## src/rtl/imm_gen_pipe.sv

```systemverilog
// imm_gen_pipe: decodes the immediate and its format from an instruction
// word and queues {imm, fmt} in a small FIFO so decode can stall safely.
module imm_gen_pipe #(
  parameter int XLEN  = 32,
  parameter int DEPTH = 2
) (
  input  logic            i_clk,
  input  logic            i_rst,
  input  logic            i_flush,
  input  logic [31:0]     i_inst,
  input  logic            i_valid,
  output logic            o_ready,
  output logic [XLEN-1:0] o_imm,
  output logic [2:0]      o_fmt,
  output logic            o_valid,
  input  logic            i_ready
);

  localparam int AW = $clog2(DEPTH);
  localparam int EW = XLEN + 3;
  localparam logic [AW:0] full_cnt = (AW+1)'(DEPTH);

  localparam logic [2:0] fmt_none  = 3'd0;
  localparam logic [2:0] fmt_i     = 3'd1;
  localparam logic [2:0] fmt_s     = 3'd2;
  localparam logic [2:0] fmt_b     = 3'd3;
  localparam logic [2:0] fmt_u     = 3'd4;
  localparam logic [2:0] fmt_j     = 3'd5;
  localparam logic [2:0] fmt_shamt = 3'd6;

  logic [6:0]      opcode;
  logic [2:0]      funct3;
  logic            is_shift;
  logic [XLEN-1:0] dec_imm;
  logic [2:0]      dec_fmt;

  logic [EW-1:0]   mem [DEPTH];
  logic [AW-1:0]   wr_ptr_reg;
  logic [AW-1:0]   rd_ptr_reg;
  logic [AW:0]     count_reg;
  logic            push;
  logic            pop;
  logic [EW-1:0]   head;

  assign opcode   = i_inst[6:0];
  assign funct3   = i_inst[14:12];
  assign is_shift = (funct3 == 3'b001) || (funct3 == 3'b101);

  // Total decode of the immediate and its format; unknown opcodes give NONE/0.
  always_comb begin
    dec_imm = '0;
    dec_fmt = fmt_none;
    case (opcode)
      7'b0010011: begin
        if (is_shift) begin
          dec_fmt = fmt_shamt;
          if (XLEN == 64) dec_imm = {{(XLEN-6){1'b0}}, i_inst[25:20]};
          else            dec_imm = {{(XLEN-5){1'b0}}, i_inst[24:20]};
        end else begin
          dec_fmt = fmt_i;
          dec_imm = {{(XLEN-12){i_inst[31]}}, i_inst[31:20]};
        end
      end
      7'b0011011: begin
        // Word-sized ops only exist on the 64-bit datapath.
        if (XLEN == 64) begin
          if (is_shift) begin
            dec_fmt = fmt_shamt;
            dec_imm = {{(XLEN-5){1'b0}}, i_inst[24:20]};
          end else begin
            dec_fmt = fmt_i;
            dec_imm = {{(XLEN-12){i_inst[31]}}, i_inst[31:20]};
          end
        end
      end
      7'b0000011, 7'b1100111: begin
        dec_fmt = fmt_i;
        dec_imm = {{(XLEN-12){i_inst[31]}}, i_inst[31:20]};
      end
      7'b0100011: begin
        dec_fmt = fmt_s;
        dec_imm = {{(XLEN-12){i_inst[31]}}, i_inst[31:25], i_inst[11:7]};
      end
      7'b1100011: begin
        dec_fmt = fmt_b;
        dec_imm = {{(XLEN-13){i_inst[31]}}, i_inst[31], i_inst[7],
                   i_inst[30:25], i_inst[11:8], 1'b0};
      end
      7'b1101111: begin
        dec_fmt = fmt_j;
        dec_imm = {{(XLEN-21){i_inst[31]}}, i_inst[31], i_inst[19:12],
                   i_inst[20], i_inst[30:21], 1'b0};
      end
      7'b0110111, 7'b0010111: begin
        dec_fmt = fmt_u;
        dec_imm = {{(XLEN-32){i_inst[31]}}, i_inst[31:12], 12'b0};
      end
      default: begin
        dec_imm = '0;
        dec_fmt = fmt_none;
      end
    endcase
  end

  // Handshake status depends only on the registered occupancy.
  assign o_ready = (count_reg != full_cnt);
  assign o_valid = (count_reg != '0);
  assign push    = i_valid && o_ready;
  assign pop     = o_valid && i_ready;

  // Storage needs no reset: occupancy alone decides what is visible.
  always_ff @(posedge i_clk) begin
    if (push && !i_flush) mem[wr_ptr_reg] <= {dec_imm, dec_fmt};
  end

  // Pointer and occupancy bookkeeping; flush beats any push or pop.
  always_ff @(posedge i_clk or posedge i_rst) begin
    if (i_rst) begin
      wr_ptr_reg <= '0;
      rd_ptr_reg <= '0;
      count_reg  <= '0;
    end else if (i_flush) begin
      wr_ptr_reg <= '0;
      rd_ptr_reg <= '0;
      count_reg  <= '0;
    end else begin
      if (push) wr_ptr_reg <= wr_ptr_reg + 1'b1;
      if (pop)  rd_ptr_reg <= rd_ptr_reg + 1'b1;
      case ({push, pop})
        2'b10:   count_reg <= count_reg + 1'b1;
        2'b01:   count_reg <= count_reg - 1'b1;
        default: count_reg <= count_reg;
      endcase
    end
  end

  // Head entry is forced to zero whenever the queue is empty.
  assign head  = mem[rd_ptr_reg];
  assign o_imm = o_valid ? head[EW-1:3] : '0;
  assign o_fmt = o_valid ? head[2:0]    : 3'd0;

endmodule

```

## config.mk

```make
export PLATFORM = sky130hd
export DESIGN_NAME = imm_gen_pipe
export DESIGN_NICKNAME = d
export VERILOG_FILES = /design/src/rtl/imm_gen_pipe.sv
export SDC_FILE = /design/constraint.sdc
export NUM_CORES = 1
export LEC_CHECK = 0
export BUFFER_PORTS_ARGS = -buffer_cell sky130_fd_sc_hd__buf_2
export CAP_MARGIN = 20
export CELL_PAD_IN_SITES_DETAIL_PLACEMENT = 0
export CELL_PAD_IN_SITES_GLOBAL_PLACEMENT = 2
export CORE_ASPECT_RATIO = 0.7
export CORE_MARGIN = 2
export CORE_UTILIZATION = 39
export DETAILED_ROUTE_END_ITERATION = 16
export PLACE_DENSITY = 0.83
export SYNTH_ARGS = -nofsm -noshare
export SYNTH_HDL_FRONTEND = slang
export SYNTH_SLANG_ARGS = --single-unit
```

## constraint.sdc

```tcl
create_clock -name i_clk -period 6.5 [get_ports i_clk]
set_clock_uncertainty 0.1 [all_clocks]
set_input_delay 0.65 -clock i_clk [delete_from_list [all_inputs] [get_ports i_clk]]
set_output_delay 0.65 -clock i_clk [all_outputs]
set_load 0.005 [all_outputs]
```

Word-level counts from Yosys, hierarchy flattened
Memories as Yosys holds them, arrays and structs flattened.
Index checks and enable logic that the tools add are counted.
Widths: inputs -> output; s select.
{"block": "totals", "register_bits": 4, "ramBits": 70, "output_inout_bits": 37, "wordCells": 46, "memories": 1}
{"block": "classes", "addsub": 4, "eq_ne": 13, "muxes": 14, "reduce_logical": 11}
{"memory": "mem", "words": 2, "word_bits": 35, "read_ports": 1, "rd_clocked_by_memory_dff": 0, "wr": 1, "line": "37", "rtl": "logic [EW-1:0] mem [DEPTH];"}
{"operator": "$pmux 32 s6", "count": 1}
{"operator": "$mux 32", "count": 2}
{"operator": "$eq 7x7->1 const B", "count": 3}
{"operator": "$pmux 3 s6", "count": 1}
{"operator": "$eq 7x5->1 const B", "count": 2}
{"operator": "$eq 7x6->1 const B", "count": 2}
{"operator": "$eq 7x2->1 const B", "count": 1}
{"operator": "$mux 1", "count": 6}
{"operator": "$mux 3", "count": 2}
{"operator": "$reduce_bool 2->1", "count": 3}
{"operator": "$pmux 2 s2", "count": 1}
{"operator": "$reduce_or 2->1", "count": 2}
{"operator": "$eq 3x1->1 const B", "count": 1}
{"operator": "$eq 3x3->1 const B", "count": 1}
{"operator": "$logic_and 1x1->1", "count": 3}
{"operator": "$reduce_bool 3->1", "count": 1}
{"operator": "$add 1x1->1 const B", "count": 2}
{"operator": "$add 2x1->2 const B", "count": 1}
{"operator": "$eq 2x1->1 const B", "count": 1}
{"operator": "$eq 2x2->1 const B", "count": 1}
{"operator": "$mux 2", "count": 1}
{"operator": "$ne 2x2->1 const B", "count": 1}
{"operator": "$sub 2x1->2 const B", "count": 1}
{"operator": "$logic_not 1->1", "count": 1}
{"operator": "$logic_or 1x1->1", "count": 1}

Longest topological paths before layout
Gate-level depths: netlist (run 1).
{"block": "depth", "depth_word": 5, "mapped_depth": 6, "ltp_nobuf": 5}

Worst setup path after synthesis (run 1)
OpenSTA, ideal clock, no wires.
{"block": "synth_timing", "path_kind": "input to register", "from": "input port i_valid", "to": "memory mem[1][0] (netlist name), enable pin", "arrival_ns": 3.339, "setup_slack_ns": 2.582, "stages": 2, "cell_sequence": "nand2_1 nor3b_1"}
{"block": "synth_via", "elab_chain_cells": 4}
{"item": "start, declared", "line": "11", "rtl": "input logic i_valid,"}
{"item": "$logic_and 1x1->1", "line": "108", "rtl": "assign push = i_valid && o_ready;"}
{"item": "$logic_and 1x1->1", "line": "113", "rtl": "if (push && !i_flush) mem[wr_ptr_reg] <= {dec_imm, dec_fmt};"}
{"item": "$mux 1", "line": "113"}
{"item": "$mux 1 (implied by the code)", "line": "113"}
{"item": "end, declared", "line": "37"}
Every way passes these cells.

Worst setup path in the final report (run 1)
{"block": "layout_timing", "from": "register rd_ptr_reg", "to": "output port o_imm[20]"}
{"block": "layout_via", "elab_chain_cells": 2}
{"item": "start, declared", "line": "39", "rtl": "logic [AW-1:0] rd_ptr_reg;"}
{"item": "start signal, assigned", "line": "128", "rtl": "if (pop) rd_ptr_reg <= rd_ptr_reg + 1'b1;"}
{"item": "$mem_v2 2x35"}
{"item": "$mux 32", "line": "139", "rtl": "assign o_imm = o_valid ? head[EW-1:3] : '0;"}
{"item": "end, declared", "line": "13", "rtl": "output logic [XLEN-1:0] o_imm,"}
Every way passes these cells.

==> results.tsv, run 1 <==
stage	metric	value	unit
synth	netlist_instances	244	
setup_path	cp-end-kind	output pin	
global_route	grt_pass1_wl	10600	um
timing	whs	0.102	ns
route	drc	0	
clock_network	cts-buffers-inserted	9	
route	met3_wirelength	548	um
floorplan	die_y	81.7	um
clock_network	clk_path_buf_depth	2	
synth	synth_top_family_by_area	simple AND/OR/NAND/NOR gates	
finish	fin_nets	358	
synth	syn_nets	281	
global_route	grt_pass1_vias	2095	
timing	min_period	2.71	ns
route	vias	2119	
synth	synth.area.mux_share	0.107	
finish	utilization	0.492	
setup_path	crit_arrival	1.96	ns
finish	n_fill_cell	772	
clock_network	cts.sinks	74	
timing	setup_tns	0	ns
clock_network	root_buffer	clkbuf_16	
finish	num_antenna_cells	0	
timing	grt_setup_unrepaired	no	
setup_path	cp_max_fo	36	
setup_path	critical_path_class	register to output pin	
synth	synthSimpleGateAreaFrac	0.116	
timing	hold_violations	0	
clock_network	clk_pin_slew	0.06	ns
route	wl	6770	um
global_route	grt_start_max_net_pins	37	
floorplan	rows	28	
setup_path	cpPeakStageDelay	1.07	ns
clock_network	postCtsSetupBuffers	0	
clock_network	cts_tree	done	
route	drt-met1-wl	3260	um
setup_path	critPathSlowestCell	dfrtp_2	
power_and_ir_drop	power_density	277	mW/mm^2
setup_path	crit_required	5.75	ns
timing	tightest_slew	1.07	ns
timing	slew-limit-headroom	0.290	
synth	ys_seq_area_frac	0.655	
clock_network	cts_resized	0	
setup_path	crit_family	flip-flops	
placement	finalWeightedCongestion	0.833	
synth	avgSynthCellArea	13.8	um^2
flow_run	maxCapViolations	0	
finish	layout.cells.non_filler	431	
setup_path	path_buf_inv	1	
clock_network	clk_latency	0.32	ns
synth	synth_xor_area_frac	0.00782	
route	wl_met2	2950	um
global_route	grt_overflow	0	
floorplan	die_x	115	um
synth	ys_ff_latch	74	
route	drt_first_iter_violations	110	
finish	drive_gt1_frac	0.322	
synth	synth_fa_ha_area_frac	0	
route	via_per_inst	4.92	
timing	slew_viol_final	0	
placement	dpl.hpwl	4630	um
placement	dpl.cell_count	414	
floorplan	initial_utilization	0.400	
min_path	min_path_type	primary input to asynchronous set/reset pin	
power_and_ir_drop	p_leak	1.77	nW
timing	worst_slack	3.79	ns
status	outcome	complete, no violations	
finish	largest_reg_flops	70	
timing	finalSetupViolations	0	
route	firstDrtPassIters	5	
timing	max_clock_freq	370	MHz
timing	period_share	0.416	
setup_path	critical_path.startpoint_type	register	
clock_network	htree_levels	3	
global_route	track_usage	0.154	
synth	ys.warnings.count	0	
route	ant_nets	0	
route	topRoutingLayerUsed	met4	
floorplan	design.die.area	0.00938	mm^2
power_and_ir_drop	peakVddDrop	129	uV
placement	dpl_worst_slack	3.81	ns
setup_path	critical_path.cell_chain	mux2i_1 > nor2_1 > buf_2	
route	wl_per_cell	15.7	um
placement	port_buffers	73	
finish	synthToLayoutAreaGrowth	23.2	%
finish	layout_commonest_cell	buf_2	
synth	synth_compound_area_frac	0.0883	
floorplan	coreArea	0.00841	mm^2
finish	final_cell_mix	73 x buf_2, 70 x edfxtp_1, 42 x nor2_1	
floorplan	io_pins	74	
synth	syn_area	0.00336	mm^2
clock_network	postCtsHoldBufs	0	
global_route	antenna_found_initial	0	
synth	ys_types	38	
[worst reg2reg max path, stage by stage (launching register included)]
cell      delay [ns]
dfrtp_1         0.43
nand2b_1        0.18
nand2_1         0.13
nor3b_2         0.17
buf_4           0.44
[power breakdown]
group / leakage [nW] / total (mW) / internal (mW) / switching [mW]
combinational: 0.890 / 0.109 / 0.0514 / 0.0572
clock: 0.136 / 0.482 / 0.299 / 0.183
sequential: 0.741 / 0.554 / 0.539 / 0.0155
[metal layers]
metal	global-route usage	vias up
li1	-	1056
met5	0	-
met2	0.232	83
met3	0.0502	2
met4	0.0434	0
met1	0.214	978
[Yosys cell counts (all sizes together)]
cell     number  area share
or2b          1      0.0022
buf           7       0.014
nand3         4      0.0060
a21oi         2      0.0030
a41oi         1      0.0082
nand3b        4      0.0089
a22o          5       0.013
edfxtp       70        0.63
o2bb2ai       1      0.0026
nand2b        3      0.0056
a31oi         2      0.0082
nor2b         6       0.011
nor4          1      0.0019
nor3b         2      0.0045
a21o         19       0.043
or3           1      0.0022
dfrtp         4       0.030
xor2          2      0.0052
xnor2         1      0.0026
clkbuf        4      0.0045
and4          1      0.0034
inv           6      0.0067
o31ai         2      0.0045
a211oi        1      0.0022
o21bai        1      0.0022
o21ai         1      0.0015
and4bb        1      0.0037
or4           1      0.0034
and2          1      0.0019
mux2i        36        0.11
nor2         43       0.048
nor3          1      0.0015
nand2         8      0.0089
and2b         1      0.0026
[path summary, 6_finish.rpt]
path                                   start      endpoint  slack (ns)  cells after the start
worst max-delay path              rd_ptr_reg     o_imm[20]        3.79                      3
worst min-delay path                   i_rst  count_reg[1]        0.10                      2
worst max register to register  count_reg[0]    mem[1][19]        4.67                      4
worst min register to register    wr_ptr_reg    wr_ptr_reg        0.48                      2
max in group asynchronous              i_rst    rd_ptr_reg        6.02                      2
min in group i_clk                   i_flush    rd_ptr_reg        0.47                      2
[kinds of logic after synthesis]
group / after synthesis
AND/OR/NAND/NOR: 79
flip-flops: 74
multiplexers: 36
AO/OA/AOI/OAI: 35
buffers and inverters: 17
XOR/XNOR: 3
[area by class of cell]
type                            count  area (um^2)  share of cell area
Clock buffer                       11          233              0.0562
Clock inverter                      5         62.6              0.0151
Inverter                            6         22.5             0.00544
Multi-Input combinational cell    153         1090               0.264
Sequential cell                    74         2200               0.532
Tap cell                          105          131              0.0317
Timing Repair Buffer               77          395              0.0955
[stage by stage]
stage / power (mW) / instance area (um^2)
2_1_floorplan: 0.623 / 3360
3_3_place_gp: 0.674 / 3840
3_5_place_dp: 0.675 / 3840
4_1_cts: 1.16 / 4130
5_1_grt: 1.19 / 4140
6_report: 1.15 / 4140
Note: power is estimated with default switching activity, not from simulation.
==> inputs of run 2 (changes only) <==
--- a/config.mk
+++ b/config.mk
@@ -11,9 +11,9 @@
 export CELL_PAD_IN_SITES_GLOBAL_PLACEMENT = 2
 export CORE_ASPECT_RATIO = 0.7
 export CORE_MARGIN = 2
-export CORE_UTILIZATION = 39
+export CORE_UTILIZATION = 36
 export DETAILED_ROUTE_END_ITERATION = 16
-export PLACE_DENSITY = 0.83
+export PLACE_DENSITY = 0.77
 export SYNTH_ARGS = -nofsm -noshare
 export SYNTH_HDL_FRONTEND = slang
 export SYNTH_SLANG_ARGS = --single-unit
==> constraint.sdc (replaced) <==
create_clock -name i_clk -period 2.7 [get_ports i_clk]
set_clock_uncertainty 0.1 [all_clocks]
set_input_delay 0.27 -clock i_clk [delete_from_list [all_inputs] [get_ports i_clk]]
set_output_delay 0.27 -clock i_clk [all_outputs]
set_load 0.005 [all_outputs]
==> run 2 against run 1 <==
  * Count of clock-buffer cells in the layout is 1 lower
  * First-iteration DRC count is 14% lower
  * Via count is 2.1% higher
  * Sequential cell count stayed put
  * Global-route usage is 0.12 points lower
  * Combinational power grew to 2.7 times the previous value
  * Total power is 150% higher
  * Final cell count is 4.9% higher
  * Sequential power is 140% higher
==> results.tsv, run 2 (synthesis gave the netlist of run 1 again) <==
stage	metric	value	unit	change
finish	fin_area	0.00423	mm^2	+2.1%
placement	port_buffers	73		unchanged
route	ant_nets	0		unchanged
global_route	grt_pass1_wl	11500	um	+8.2%
timing	min_period	1.97	ns	
floorplan	io_pins	74		unchanged
timing	setup_tns	0	ns	unchanged
clock_network	cts.sinks	74		unchanged
setup_path	crit_required	2.33	ns	-3.42 ns
global_route	track_usage	0.152		-0.00123
setup_path	reg2reg_depth	4		unchanged
setup_path	cp-end-kind	output pin		
setup_path	critical_path_class	register to output pin		
power_and_ir_drop	peakVddDrop	373	uV	+190%
timing	max_clock_freq	509	MHz	
timing	grt_setup_unrepaired	no		
floorplan	die_x	119	um	+3.9%
setup_path	cp_max_fo	14		-61%
finish	final_cell_mix	73 x buf_2, 70 x edfxtp_1, 42 x nor2_1		
setup_path	endpoint	o_imm[20]		
placement	dpl.hpwl	5070	um	+9.5%
setup_path	rrSetupSlack	0.79	ns	-3.88 ns
finish	drive_gt1_frac	0.326		+0.00413
timing	worst_slack	0.734	ns	-3.06 ns
setup_path	crit_arrival	1.60	ns	-0.36 ns
placement	dpl_worst_slack	0.707	ns	-3.10 ns
placement	finalWeightedCongestion	0.793		-4.8%
clock_network	clk_path_buf_depth	2		unchanged
clock_network	htree_levels	3		unchanged
clock_network	postCtsSetupBuffers	0		unchanged
global_route	grt_overflow	0		unchanged
timing	finalSetupViolations	0		unchanged
setup_path	worstReg2RegEnd	mem[1][5]		
timing	hold_violations	0		unchanged
route	firstDrtPassIters	6		+1
status	outcome	complete, no violations		
flow_run	maxCapViolations	0		unchanged
global_route	grt_pass1_vias	2198		+4.9%
power_and_ir_drop	p_leak	1.80	nW	+1.8%
floorplan	die_y	84.8	um	+3.9%
timing	slew-limit-headroom	0.581		+0.291
finish	n_fill_cell	850		+10%
finish	num_antenna_cells	0		unchanged
setup_path	critical_path.cell_chain	buf_4 > mux2i_1 > nor2_1 > buf_2		
route	drt_first_iter_violations	95		-14%
floorplan	initial_utilization	0.370		-0.0292
setup_path	critical_path.startpoint_type	register		
finish	layout_commonest_cell	buf_2		
finish	synthToLayoutAreaGrowth	25.8	%	
route	vias	2163		+2.1%
setup_path	cpPeakStageDelay	0.48	ns	-0.59 ns
route	via_per_inst	4.79		-2.7%
floorplan	design.die.area	0.0101	mm^2	+8.0%
finish	largest_reg_flops	70		unchanged
clock_network	cts_resized	0		unchanged
clock_network	clk_latency	0.32	ns	about the same
placement	placed_area	0.00391	mm^2	+1.9%
setup_path	critPathSlowestCell	dfrtp_2		
setup_path	timing.rr.start	count_reg[0]		
floorplan	coreArea	0.00907	mm^2	+7.9%
finish	fin_nets	361		+0.84%
route	wl	7180	um	+6.0%
timing	whs	0.136	ns	+0.0341 ns
power_and_ir_drop	power_density	671	mW/mm^2	+140%
timing	slew_viol_final	0		unchanged
route	wl_per_cell	15.9	um	+1.1%
global_route	antenna_found_initial	0		unchanged
clock_network	cts-buffers-inserted	9		unchanged
clock_network	cts_tree	done		
clock_network	clk_pin_slew	0.06	ns	about the same
setup_path	startpoint	rd_ptr_reg		
floorplan	rows	29		+3.6%
timing	period_share	0.728		
clock_network	root_buffer	clkbuf_16		
global_route	grt_start_max_net_pins	37		unchanged
timing	tightest_slew	0.624	ns	-0.442 ns
min_path	min_path_type	primary input to register		
placement	dpl.cell_count	436		+5.3%
finish	layout.cells.non_filler	452		+4.9%
route	drc	0		unchanged
-- run 2: cell count changes in the layout (fill, tap and decap cells not counted) --
cell,before,now
buf_4,3,5
buf_12,0,1
bufinv_16,1,2
clkbuf_1,2,1
clkbuf_4,1,0
clkinv_2,0,1
clkinv_4,1,0
dlygate4sd3_1,0,1
inv_6,1,0
nor3_2,1,0
nor3_4,0,1
nor3b_2,1,0
nor3b_4,0,1
-- run 2: how the worst min path moves through the flow --
| stage | slack [ns] | cells after the start | from | to |
|---|---|---|---|---|
| final | 0.14 | 2 | i_inst[19] | mem[1][22] |
| after global routing | 0.13 | 2 | i_inst[19] | mem[0][22] |
| after CTS | 0.13 | 2 | i_inst[19] | mem[0][22] |
| after detailed placement | 0.07 | 2 | i_rst | count_reg[0] |
| after global placement | 0.07 | 2 | i_rst | count_reg[0] |
| after floorplan | -0.06 | 1 | i_rst | count_reg[0] |
-- run 2: timing repair --
action,4_1_cts,5_1_grt
endpoints found under the hold margin,4,0
setup endpoints to repair,0,0
hold buffers,1,0
-- run 2: layer usage --
layer / track usage / share of wire / vias up
met5: 0 / 0 / -
met2: 0.222 / 0.43 / 75
met3: 0.0511 / 0.068 / 8
met1: 0.219 / 0.49 / 1019
met4: 0.0428 / 0.011 / 0
li1: - / - / 1061
-- run 2: power breakdown --
| group | internal, mW | leakage (nW) | total, mW | switching (mW) |
|---|---|---|---|---|
| Clock | 0.801 | 0.145 | 1.23 | 0.427 |
| Sequential | 1.30 | 0.741 | 1.31 | 0.0171 |
| Combinational | 0.131 | 0.913 | 0.295 | 0.164 |
-- run 2: critical path, delay by kind of cell (launching register included) --
family	cells	cell delay [ns]
flops	1	0.48
buf+inv	2	0.45
mux	1	0.25
simple gates	1	0.09
-- run 2: area by class of cell --
type	instances	area (um^2)	area share
clock inverters	5	80.1	0.0189
repair buffers	80	433	0.102
multi-input cells	153	1100	0.261
clock buffers	10	229	0.0542
flip-flops and latches	74	2200	0.521
inverters	6	22.5	0.00533
well taps	124	155	0.0367
-- run 2: stage by stage --
| step | utilization | power (mW) |
|---|---|---|
| CTS | 0.466 | 2.88 |
| global route | 0.466 | 2.95 |
| global placement | 0.431 | 1.64 |
| finish | 0.466 | 2.84 |
| detailed placement | 0.431 | 1.64 |
| floorplan | - | 1.50 |
